<file path="config.mk">
export PLATFORM = sky130hd
export DESIGN_NAME = pipelined_cla_addsub
export DESIGN_NICKNAME = d
export VERILOG_FILES = /design/src/rtl/pipelined_cla_pkg.sv /design/src/rtl/pipelined_cla_addsub_cla_group.sv /design/src/rtl/pipelined_cla_addsub.sv
export SDC_FILE = /design/constraint.sdc
export NUM_CORES = 1
export LEC_CHECK = 0
export BUFFER_PORTS_ARGS = -buffer_cell sky130_fd_sc_hd__buf_2
export CAP_MARGIN = 0
export CORE_ASPECT_RATIO = 0.5
export CORE_UTILIZATION = 55
export DETAILED_ROUTE_END_ITERATION = 8
export GPL_ROUTABILITY_DRIVEN = 0
export GPL_TIMING_DRIVEN = 0
export PLACE_DENSITY = 0.81
export RECOVER_POWER = 25
export SLEW_MARGIN = 40
export SYNTH_ARGS = -nofsm -noshare
export SYNTH_HDL_FRONTEND = slang
export SYNTH_HIERARCHICAL = 1
export SYNTH_SLANG_ARGS = --single-unit
</file>
<file path="constraint.sdc">
create_clock -name clock -period 3.05 [get_ports clock]
set_input_delay 0.61 -clock clock [delete_from_list [all_inputs] [get_ports clock]]
set_output_delay 0.61 -clock clock [all_outputs]
set_load 0.005 [all_outputs]
</file>
<file path="src/rtl/pipelined_cla_pkg.sv">
// Shared constants, stage record and helpers for the pipelined carry-lookahead adder/subtractor.
package pipelined_cla_pkg;

  localparam int DEFAULT_WIDTH = 32;
  localparam int DEFAULT_GROUP = 8;
  localparam int SAT_MAX_WIDTH = 256;

  // Pipeline depth: one lookahead group resolved per stage.
  function automatic int stages(input int width, input int group);
    return (group < 1) ? 1 : width / group;
  endfunction

  function automatic logic [SAT_MAX_WIDTH-1:0] max_pos(input int width);
    return (SAT_MAX_WIDTH'(1) << (width - 1)) - SAT_MAX_WIDTH'(1);
  endfunction

  function automatic logic [SAT_MAX_WIDTH-1:0] max_neg(input int width);
    return SAT_MAX_WIDTH'(1) << (width - 1);
  endfunction

  typedef struct packed {
    logic                     valid;
    logic                     carry;
    logic [DEFAULT_WIDTH-1:0] a;
    logic [DEFAULT_WIDTH-1:0] b;
    logic [DEFAULT_WIDTH-1:0] sum;
  } stage_t;

endpackage

</file>
<file path="src/rtl/pipelined_cla_addsub_cla_group.sv">
// GROUP-bit combinational carry-lookahead group; every carry is a flat sum of
// generate/propagate products, so nothing ripples inside the group.
module cla_group #(
  parameter int GROUP = 8
) (
  input  logic [GROUP-1:0] a,
  input  logic [GROUP-1:0] b,
  input  logic             cin,
  output logic [GROUP-1:0] sum,
  output logic             cout,
  output logic             cmsb
);

  logic [GROUP-1:0] g;
  logic [GROUP-1:0] p;
  logic [GROUP:0]   c;
  logic             term;

  assign g = a & b;
  assign p = a ^ b;

  // c[i] = (cin & p[0..i-1]) | OR_j (g[j] & p[j+1..i-1])
  always_comb begin
    c    = '0;
    term = 1'b0;
    for (int i = 0; i <= GROUP; i++) begin
      term = cin;
      for (int j = 0; j < i; j++) term = term & p[j];
      c[i] = term;
      for (int j = 0; j < i; j++) begin
        term = g[j];
        for (int m = j + 1; m < i; m++) term = term & p[m];
        c[i] = c[i] | term;
      end
    end
  end

  assign sum  = p ^ c[GROUP-1:0];
  assign cout = c[GROUP];
  assign cmsb = c[GROUP-1];

endmodule

</file>
<file path="src/rtl/pipelined_cla_addsub.sv">
// Pipelined WIDTH-bit carry-lookahead adder/subtractor with valid/ready flow control.
// Define PIPELINED_CLA_SATURATE_EN to clamp signed-overflow results to MAX_POS / MAX_NEG.
module pipelined_cla_addsub
  import pipelined_cla_pkg::*;
#(
  parameter int WIDTH = DEFAULT_WIDTH,
  parameter int GROUP = DEFAULT_GROUP
) (
  input  logic             clock,
  input  logic             reset_n,
  input  logic             in_valid,
  output logic             in_ready,
  input  logic [WIDTH-1:0] a,
  input  logic [WIDTH-1:0] b,
  input  logic             sub,
  output logic             out_valid,
  input  logic             out_ready,
  output logic [WIDTH-1:0] sum,
  output logic             carry_out,
  output logic             overflow,
  output logic             zero
);

  localparam int STAGES = stages(WIDTH, GROUP);
  localparam int LAST   = STAGES - 1;

  if ((GROUP < 1) || (WIDTH % ((GROUP < 1) ? 1 : GROUP) != 0) || (WIDTH < 1)) begin : g_bad_params
    $error("pipelined_cla_addsub: WIDTH (%0d) must be a positive multiple of GROUP (%0d)", WIDTH, GROUP);
  end

  // Same layout as pipelined_cla_pkg::stage_t, sized by this instance's WIDTH.
  typedef struct packed {
    logic             valid;
    logic             carry;
    logic [WIDTH-1:0] a;
    logic [WIDTH-1:0] b;
    logic [WIDTH-1:0] sum;
  } stage_reg_t;

  stage_reg_t       st       [STAGES];
  logic [GROUP-1:0] grp_sum  [STAGES];
  logic             grp_cout [STAGES];
  logic             grp_cmsb [STAGES];
  logic             en;
  logic [WIDTH-1:0] raw_sum;

  assign out_valid = st[LAST].valid;
  assign en        = out_ready | ~out_valid;
  assign in_ready  = en;

  for (genvar k = 0; k < STAGES; k++) begin : g_stage
    cla_group #(.GROUP(GROUP)) u_group (
      .a    (st[k].a[k*GROUP +: GROUP]),
      .b    (st[k].b[k*GROUP +: GROUP]),
      .cin  (st[k].carry),
      .sum  (grp_sum[k]),
      .cout (grp_cout[k]),
      .cmsb (grp_cmsb[k])
    );
  end

  // Whole pipeline advances or holds together; each stage hands its group's
  // sum slice and carry to the next while the operands travel alongside.
  always_ff @(posedge clock or negedge reset_n) begin
    if (!reset_n) begin
      for (int k = 0; k < STAGES; k++) st[k] <= '0;
    end else if (en) begin
      st[0].valid <= in_valid;
      st[0].carry <= sub;
      st[0].a     <= a;
      st[0].b     <= b ^ {WIDTH{sub}};
      st[0].sum   <= '0;
      for (int k = 1; k < STAGES; k++) begin
        st[k]                           <= st[k-1];
        st[k].sum[(k-1)*GROUP +: GROUP] <= grp_sum[k-1];
        st[k].carry                     <= grp_cout[k-1];
      end
    end
  end

  always_comb begin
    raw_sum                       = st[LAST].sum;
    raw_sum[LAST*GROUP +: GROUP]  = grp_sum[LAST];
  end

  assign carry_out = grp_cout[LAST];
  assign overflow  = grp_cmsb[LAST] ^ grp_cout[LAST];

`ifdef PIPELINED_CLA_SATURATE_EN
  localparam logic [WIDTH-1:0] MAX_POS = WIDTH'(max_pos(WIDTH));
  localparam logic [WIDTH-1:0] MAX_NEG = WIDTH'(max_neg(WIDTH));

  // A wrapped sign bit of 1 means the true result was positive.
  assign sum = overflow ? (raw_sum[WIDTH-1] ? MAX_POS : MAX_NEG) : raw_sum;
`else
  assign sum = raw_sum;
`endif

  assign zero = out_valid & (sum == '0);

endmodule
</file>
==> impl_results.md, run 1 <==
- Outcome: complete, but fails checks
- Failing checks: setup timing
- Initial detailed-routing violation count: about 260
- Count of non-filler cells in the finished layout: 1,133
- Via count of the routed design: around 6,000
- Antenna violations before repair: 0
- Critical path, cell by cell: ha_2 -> or3_1 -> o22a_4 -> and3_4 -> o31a_1 -> nor4b_2 -> nand4_1 -> nor3_2 -> buf_2
- Die Outline Area: 0.0198 mm²
- RSZ-0062 raised after global routing: yes
- Synthesized cell area: 0.0106 mm²
- Count of yosys warnings during synthesis: 6
- Reg2reg path depth: 7
- Worst hold stages: 2
- Routed WL: 22,700 µm
- Remaining design rule violation count: 0
- Achievable Freq: 259 MHz
- Number of cells produced by synthesis: 721
- Met2 GRT Util: 0.386
- Total of max-cap violations: 0
- Hold Path End: st[386]
- Launch point of the worst reg-to-reg path: st[268]
- Classification of the worst-slack hold path: in2reg
- Crit path time final: 3.86 ns
- Global-route wire length before repair: between 30,000 and 40,000 µm
- Number of cell rows: 35
- Antenna-violating nets left: 0
- Most used cells in the layout excluding fill and tap cells: 216 x sky130_fd_sc_hd__dfrtp_1, 141 x sky130_fd_sc_hd__mux2_4, 113 x sky130_fd_sc_hd__buf_2
- Actual transition at the worst max-transition pin: ~1.4 ns
- Die span in y: 100 µm
- Largest net degree at the start of global routing: 63
- Total congestion overflow after global routing: 0
- Die Width: 198 µm
- Relative area change from synthesis to final layout: 17.1%
- Count of port buffers added during placement: 104
- Static leakage: 5.93 nW
- H-tree levels: 1
- Worst setup skew after layout: between 0.007 and 0.008 ns
- Vias in the first global route: 6,544
- Endpoint required time on the critical path: 2.44 ns
- Crit path setup slack, layout: -0.806 ns
- Vias per inst: about 5.3
- Most frequent standard cell in the layout excluding fill and tap cells: sky130_fd_sc_hd__dfrtp_1
- Final cell utilization of the core: 0.666
- TritonCTS clock tree: yes
- Final Setup Violations: 6
- Average routed wire per standard cell: between 15 and 20 µm
- Slowest cell delay on critical path: 0.43 ns
- Root cell of the clock tree: sky130_fd_sc_hd__clkbuf_16
- Path type of the worst setup path: reg2out
- Crit path buf inv count: 1
- Crit path max-delay cell type: sky130_fd_sc_hd__or3_1
- Half-perimeter wire length after detailed placement: 15,400 µm
- Core area: 0.0186 mm²
- Clock insertion delay at the later pin of the skew report: 0.49 ns
- Critical Path Source Type: flop
- I/O Pins: 106
- Met1 routing resource usage after global routing: 0.330
- PD cells: 1240 mW/mm²
- Clock sink count: 216
- Net count of the mapped netlist: 830
- Worst hold slack: 0.342 ns
- Critical R2R Capture: st[112]
- Number of antenna repair diodes: 0
- Router iterations before antenna repair: 4
- Startpoint of the tightest hold check path: a[28]
- Final Hold Fails: 0
- Family with the most delay on the worst path: simple AND/OR/NAND/NOR gates
- Global-route track usage on met3: 0.0380
- Max rail drop VDD: ~0.54 mV
- Placed cell count: 1,087
- Normalized max-slew margin: 0.0585
- CTS Hold Bufs: 0
- Most congested layer reported by global routing: met2
- Clk buf depth: 3
- Initial core utilization: 0.569
- Setup crit end kind: primary output
- Nets: roughly 970
- Global Route Usage Sum: 0.237
- Inserted Clock Buffers: 20
- Critical path peak fanout: 5
- Share of the cycle needed by the critical path after routing: 1.26
- Number of max-slew violations in the final report: 0
- Data arrival time of the critical path: between 3 and 4 ns
- Fraction of final layout cells with drive strength greater than 1: 0.475
- Clock transition at the register clock pins on the worst setup and hold paths after CTS: 0.07 ns
- Register-to-register setup slack: 0.72 ns
- Per-instance average area after synthesis: 14.7 µm²
-- power by group --
group / switching, mW / internal [mW] / leakage, nW
clock network: 1.09 / 1.72 / 0.370
registers: 0.942 / 4.16 / 2.48
logic: 3.20 / 4.28 / 3.08
total: 5.24 / 10.2 / 5.93
-- what timing repair did --
item | 4_1_cts | 5_1_grt
pin swaps | 11 | 7
setup endpoints to repair | 6 | 7
setup buffers | 6 | 5
endpoints found under the hold margin | 0 | 0
resized for setup | 12 | 7
-- sequential cells by signal, indices dropped and copies added, names as in the netlist --
name,count
out_valid,1
st,191
sum,24
-- per-layer routing --
metal  part of all wire  routed length, µm
met1               0.45              10200
met2               0.47              10700
met3              0.053               1210
met4              0.027                607
met5                  0                  0
-- cell type report --
type                            instances  area, µm²
Buffer                                 56        568
Clock buffer                           28        602
Clock inverter                          8        148
Fill cell                            1285       6220
Inverter                               17       63.8
Multi-Input combinational cell        432       4640
Sequential cell                       216       5410
Tap cell                              259        324
Timing Repair Buffer                  117        639
-- per-stage QoR --
step                power [mW]  setup WS [ns]  TNS, ns  cell area, µm²
floorplan                 10.1         0.0989        0           10600
detailed placement        11.8         -0.754   -0.754           11500
global placement          11.5          -2.13  -454.69           11400
finish                    15.4         -0.806    -1.56           12400
CTS                       15.1         -0.835    -1.27           12400
global route              16.2         -0.902    -1.91           12400
-- how the worst max path moves through the flow --
stage / start / to / slack [ns] / cells after the start
after floorplan: st[88] / zero / 0.1 / 9
after global placement: reset_n / st[379] / -2.13 / 1
after detailed placement: st[88] / zero / -0.75 / 10
after CTS: st[56] / zero / -0.84 / 10
after global routing: st[57] / zero / -0.90 / 9
final: st[57] / zero / -0.81 / 9
(Power assumes the default switching activity.)
==> inputs of run 2 (changes only) <==
Settings changed: CORE_ASPECT_RATIO 0.5 to 1.75, RECOVER_POWER 25 to unset.
==> run 2 against run 1 <==
The flow still finishes with violations (setup timing). Fmax fell by 1.4%. Critical endpoint unchanged. Critical path type unchanged. Clock power is essentially flat. Cell count is 2.1% lower. Largest power group unchanged. Register-to-register slack gained 0.07 ns. Worst hold slack worse by 0.0083 ns. Power is 2.5% lower. Die area barely moved.
==> impl_results.md, run 2 (synthesis gave the netlist of run 1 again) <==
- Setup crit end kind: primary output
- Reg with most FFs: st
- Most used cells in the layout excluding fill and tap cells: 216 x sky130_fd_sc_hd__dfrtp_1, 141 x sky130_fd_sc_hd__mux2_4, 113 x sky130_fd_sc_hd__buf_2
- Die span in y: 186 µm
- TritonCTS clock tree: yes
- Inserted Clock Buffers: 21
- Max rail drop VDD: 0.675 mV
- Remaining design rule violation count: 0
- Die Outline Area: 0.0198 mm²
- I/O Pins: 106
- Antenna violations before repair: 0
- Worst setup skew after layout: 0.0189 ns
- Fraction of final layout cells with drive strength greater than 1: 0.467
- Antenna-violating nets left: 0
- Critical path peak fanout: 4
- Routed WL: 21,100 µm
- Clk buf depth: 3
- Die Width: 107 µm
- Initial core utilization: 0.565
- Global-route wire length before repair: ~34,000 µm
- PD cells: 1210 mW/mm²
- Number of max-slew violations in the final report: 0
- Initial detailed-routing violation count: roughly 220
- Vias per inst: about 5.3
- Share of the cycle needed by the critical path after routing: 1.28
- Worst hold stages: 2
- Half-perimeter wire length after detailed placement: roughly 15,000 µm
- Outcome: complete, but fails checks
- Failing checks: setup timing
- Worst setup timing slack at the placement stage: -0.773 ns
- Global Route Usage Sum: 0.223
- Reg2reg path depth: 7
- Actual transition at the worst max-transition pin: 0.458 ns
- Hold Path End: st[376]
- Data arrival time of the critical path: 3.30 ns
- Root cell of the clock tree: sky130_fd_sc_hd__clkbuf_16
- Most frequent standard cell in the layout excluding fill and tap cells: sky130_fd_sc_hd__dfrtp_1
- Crit path setup slack, layout: -0.859 ns
- Crit path time final: 3.91 ns
- H-tree levels: 1
- Nets: roughly 970
- Count of non-filler cells in the finished layout: 1,109
- Startpoint of the tightest hold check path: a[18]
- Count of port buffers added during placement: 104
- Max FFs per register: 191
- Critical Path Source Type: flop
- Router iterations before antenna repair: 4
- Number of antenna repair diodes: 0
- Total congestion overflow after global routing: 0
- Normalized max-slew margin: 0.692
- Static leakage: approximately 5.9 nW
- Total of max-cap violations: 0
- Critical R2R Capture: sum[22]
- Endpoint required time on the critical path: between 2 and 2.5 ns
- Final Setup Violations: 5
- Path type of the worst setup path: reg2out
- Classification of the worst-slack hold path: in2reg
- Clock sink count: between 200 and 250
- Average routed wire per standard cell: 19.0 µm
- Number of cell rows: 66
- Final Hold Fails: 0
- Register-to-register setup slack: 0.79 ns
- Achievable Freq: 256 MHz
- Vias in the first global route: roughly 6,400
- Clock transition at the register clock pins on the worst setup and hold paths after CTS: 0.06 ns
- CP Launch Point: st[56]
- Relative area change from synthesis to final layout: 16.8%
- RSZ-0062 raised after global routing: yes
- Via count of the routed design: a little under 6,000
- Core area: around 0.019 mm²
- Launch point of the worst reg-to-reg path: st[178]
- Clock insertion delay at the later pin of the skew report: 0.51 ns
- Placed cell count: about 1,100
- Largest net degree at the start of global routing: 64
-- run 2: what timing repair did --
action | in CTS | in global routing
hold buffers | 1 | 0
setup buffers | 5 | 2
setup endpoints to repair | 6 | 8
hold endpoints to repair | 35 | 0
resized for setup | 8 | 3
pin swaps | 8 | 3
-- run 2: worst max-delay path, stage by stage (launching register included) --
cell and delay [ns]:
sky130_fd_sc_hd__dfrtp_1 0.39, sky130_fd_sc_hd__ha_1 0.31, sky130_fd_sc_hd__ha_2 0.17, sky130_fd_sc_hd__o21a_1 0.20
sky130_fd_sc_hd__o22a_4 0.26, sky130_fd_sc_hd__buf_4 0.15, sky130_fd_sc_hd__a211oi_1 0.28, sky130_fd_sc_hd__a211oi_2 0.09
sky130_fd_sc_hd__nor4_4 0.27, sky130_fd_sc_hd__nand4_1 0.22, sky130_fd_sc_hd__nor3_2 0.30, sky130_fd_sc_hd__buf_2 0.17
-- run 2: how the worst max path moves through the flow --
stage / endpoint / slack (ns) / cells past startpoint
floorplan: zero / 0.1 / 9
global placement: st[289] / -2.15 / 1
detailed placement: zero / -0.77 / 10
CTS: zero / -0.85 / 10
global route: zero / -0.89 / 10
finish: zero / -0.86 / 11
-- run 2: metrics by stage --
| step | cell area (µm²) | utilization | hold WS (ns) | power [mW] | setup TNS, ns |
|---|---|---|---|---|---|
| floorplan | 10600 | - | 0.314 | 10.1 | 0 |
| global placement | 11400 | 0.608 | 0.446 | 11.5 | -458.97 |
| detailed placement | 11500 | 0.613 | 0.455 | 11.8 | -0.773 |
| CTS | 12300 | 0.658 | 0.321 | 15.0 | -1.36 |
| global route | 12400 | 0.659 | 0.324 | 15.9 | -1.63 |
| finish | 12400 | 0.659 | 0.334 | 15.0 | -1.25 |
-- run 2: area by class of cell --
cell class / count / area [µm²]
Fill cell: 1313 / 6380
Clock inverter: 10 / 159
Clock buffer: 26 / 584
Inverter: 17 / 63.8
Timing Repair Buffer: 114 / 674
Sequential cell: 216 / 5410
Buffer: 56 / 568
Tap cell: 238 / 298
Multi-Input combinational cell: 432 / 4610
-- run 2: power by group --
part	internal [mW]	total, mW	leakage, nW	switching (mW)
clock	1.70	2.79	0.362	1.09
sequential	4.16	5.02	2.48	0.864
combinational	4.19	7.20	3.08	3.01
total	10.0	15.0	5.93	4.97
-- run 2: routing by layer --
layer  GRT usage  routed length [µm]  up-vias
met5           0                   0        -
met4       0.111                 988        0
met3      0.0322                 701       53
met2       0.396               11200      121
met1       0.262                8190     2986
li1            -                   -     2747
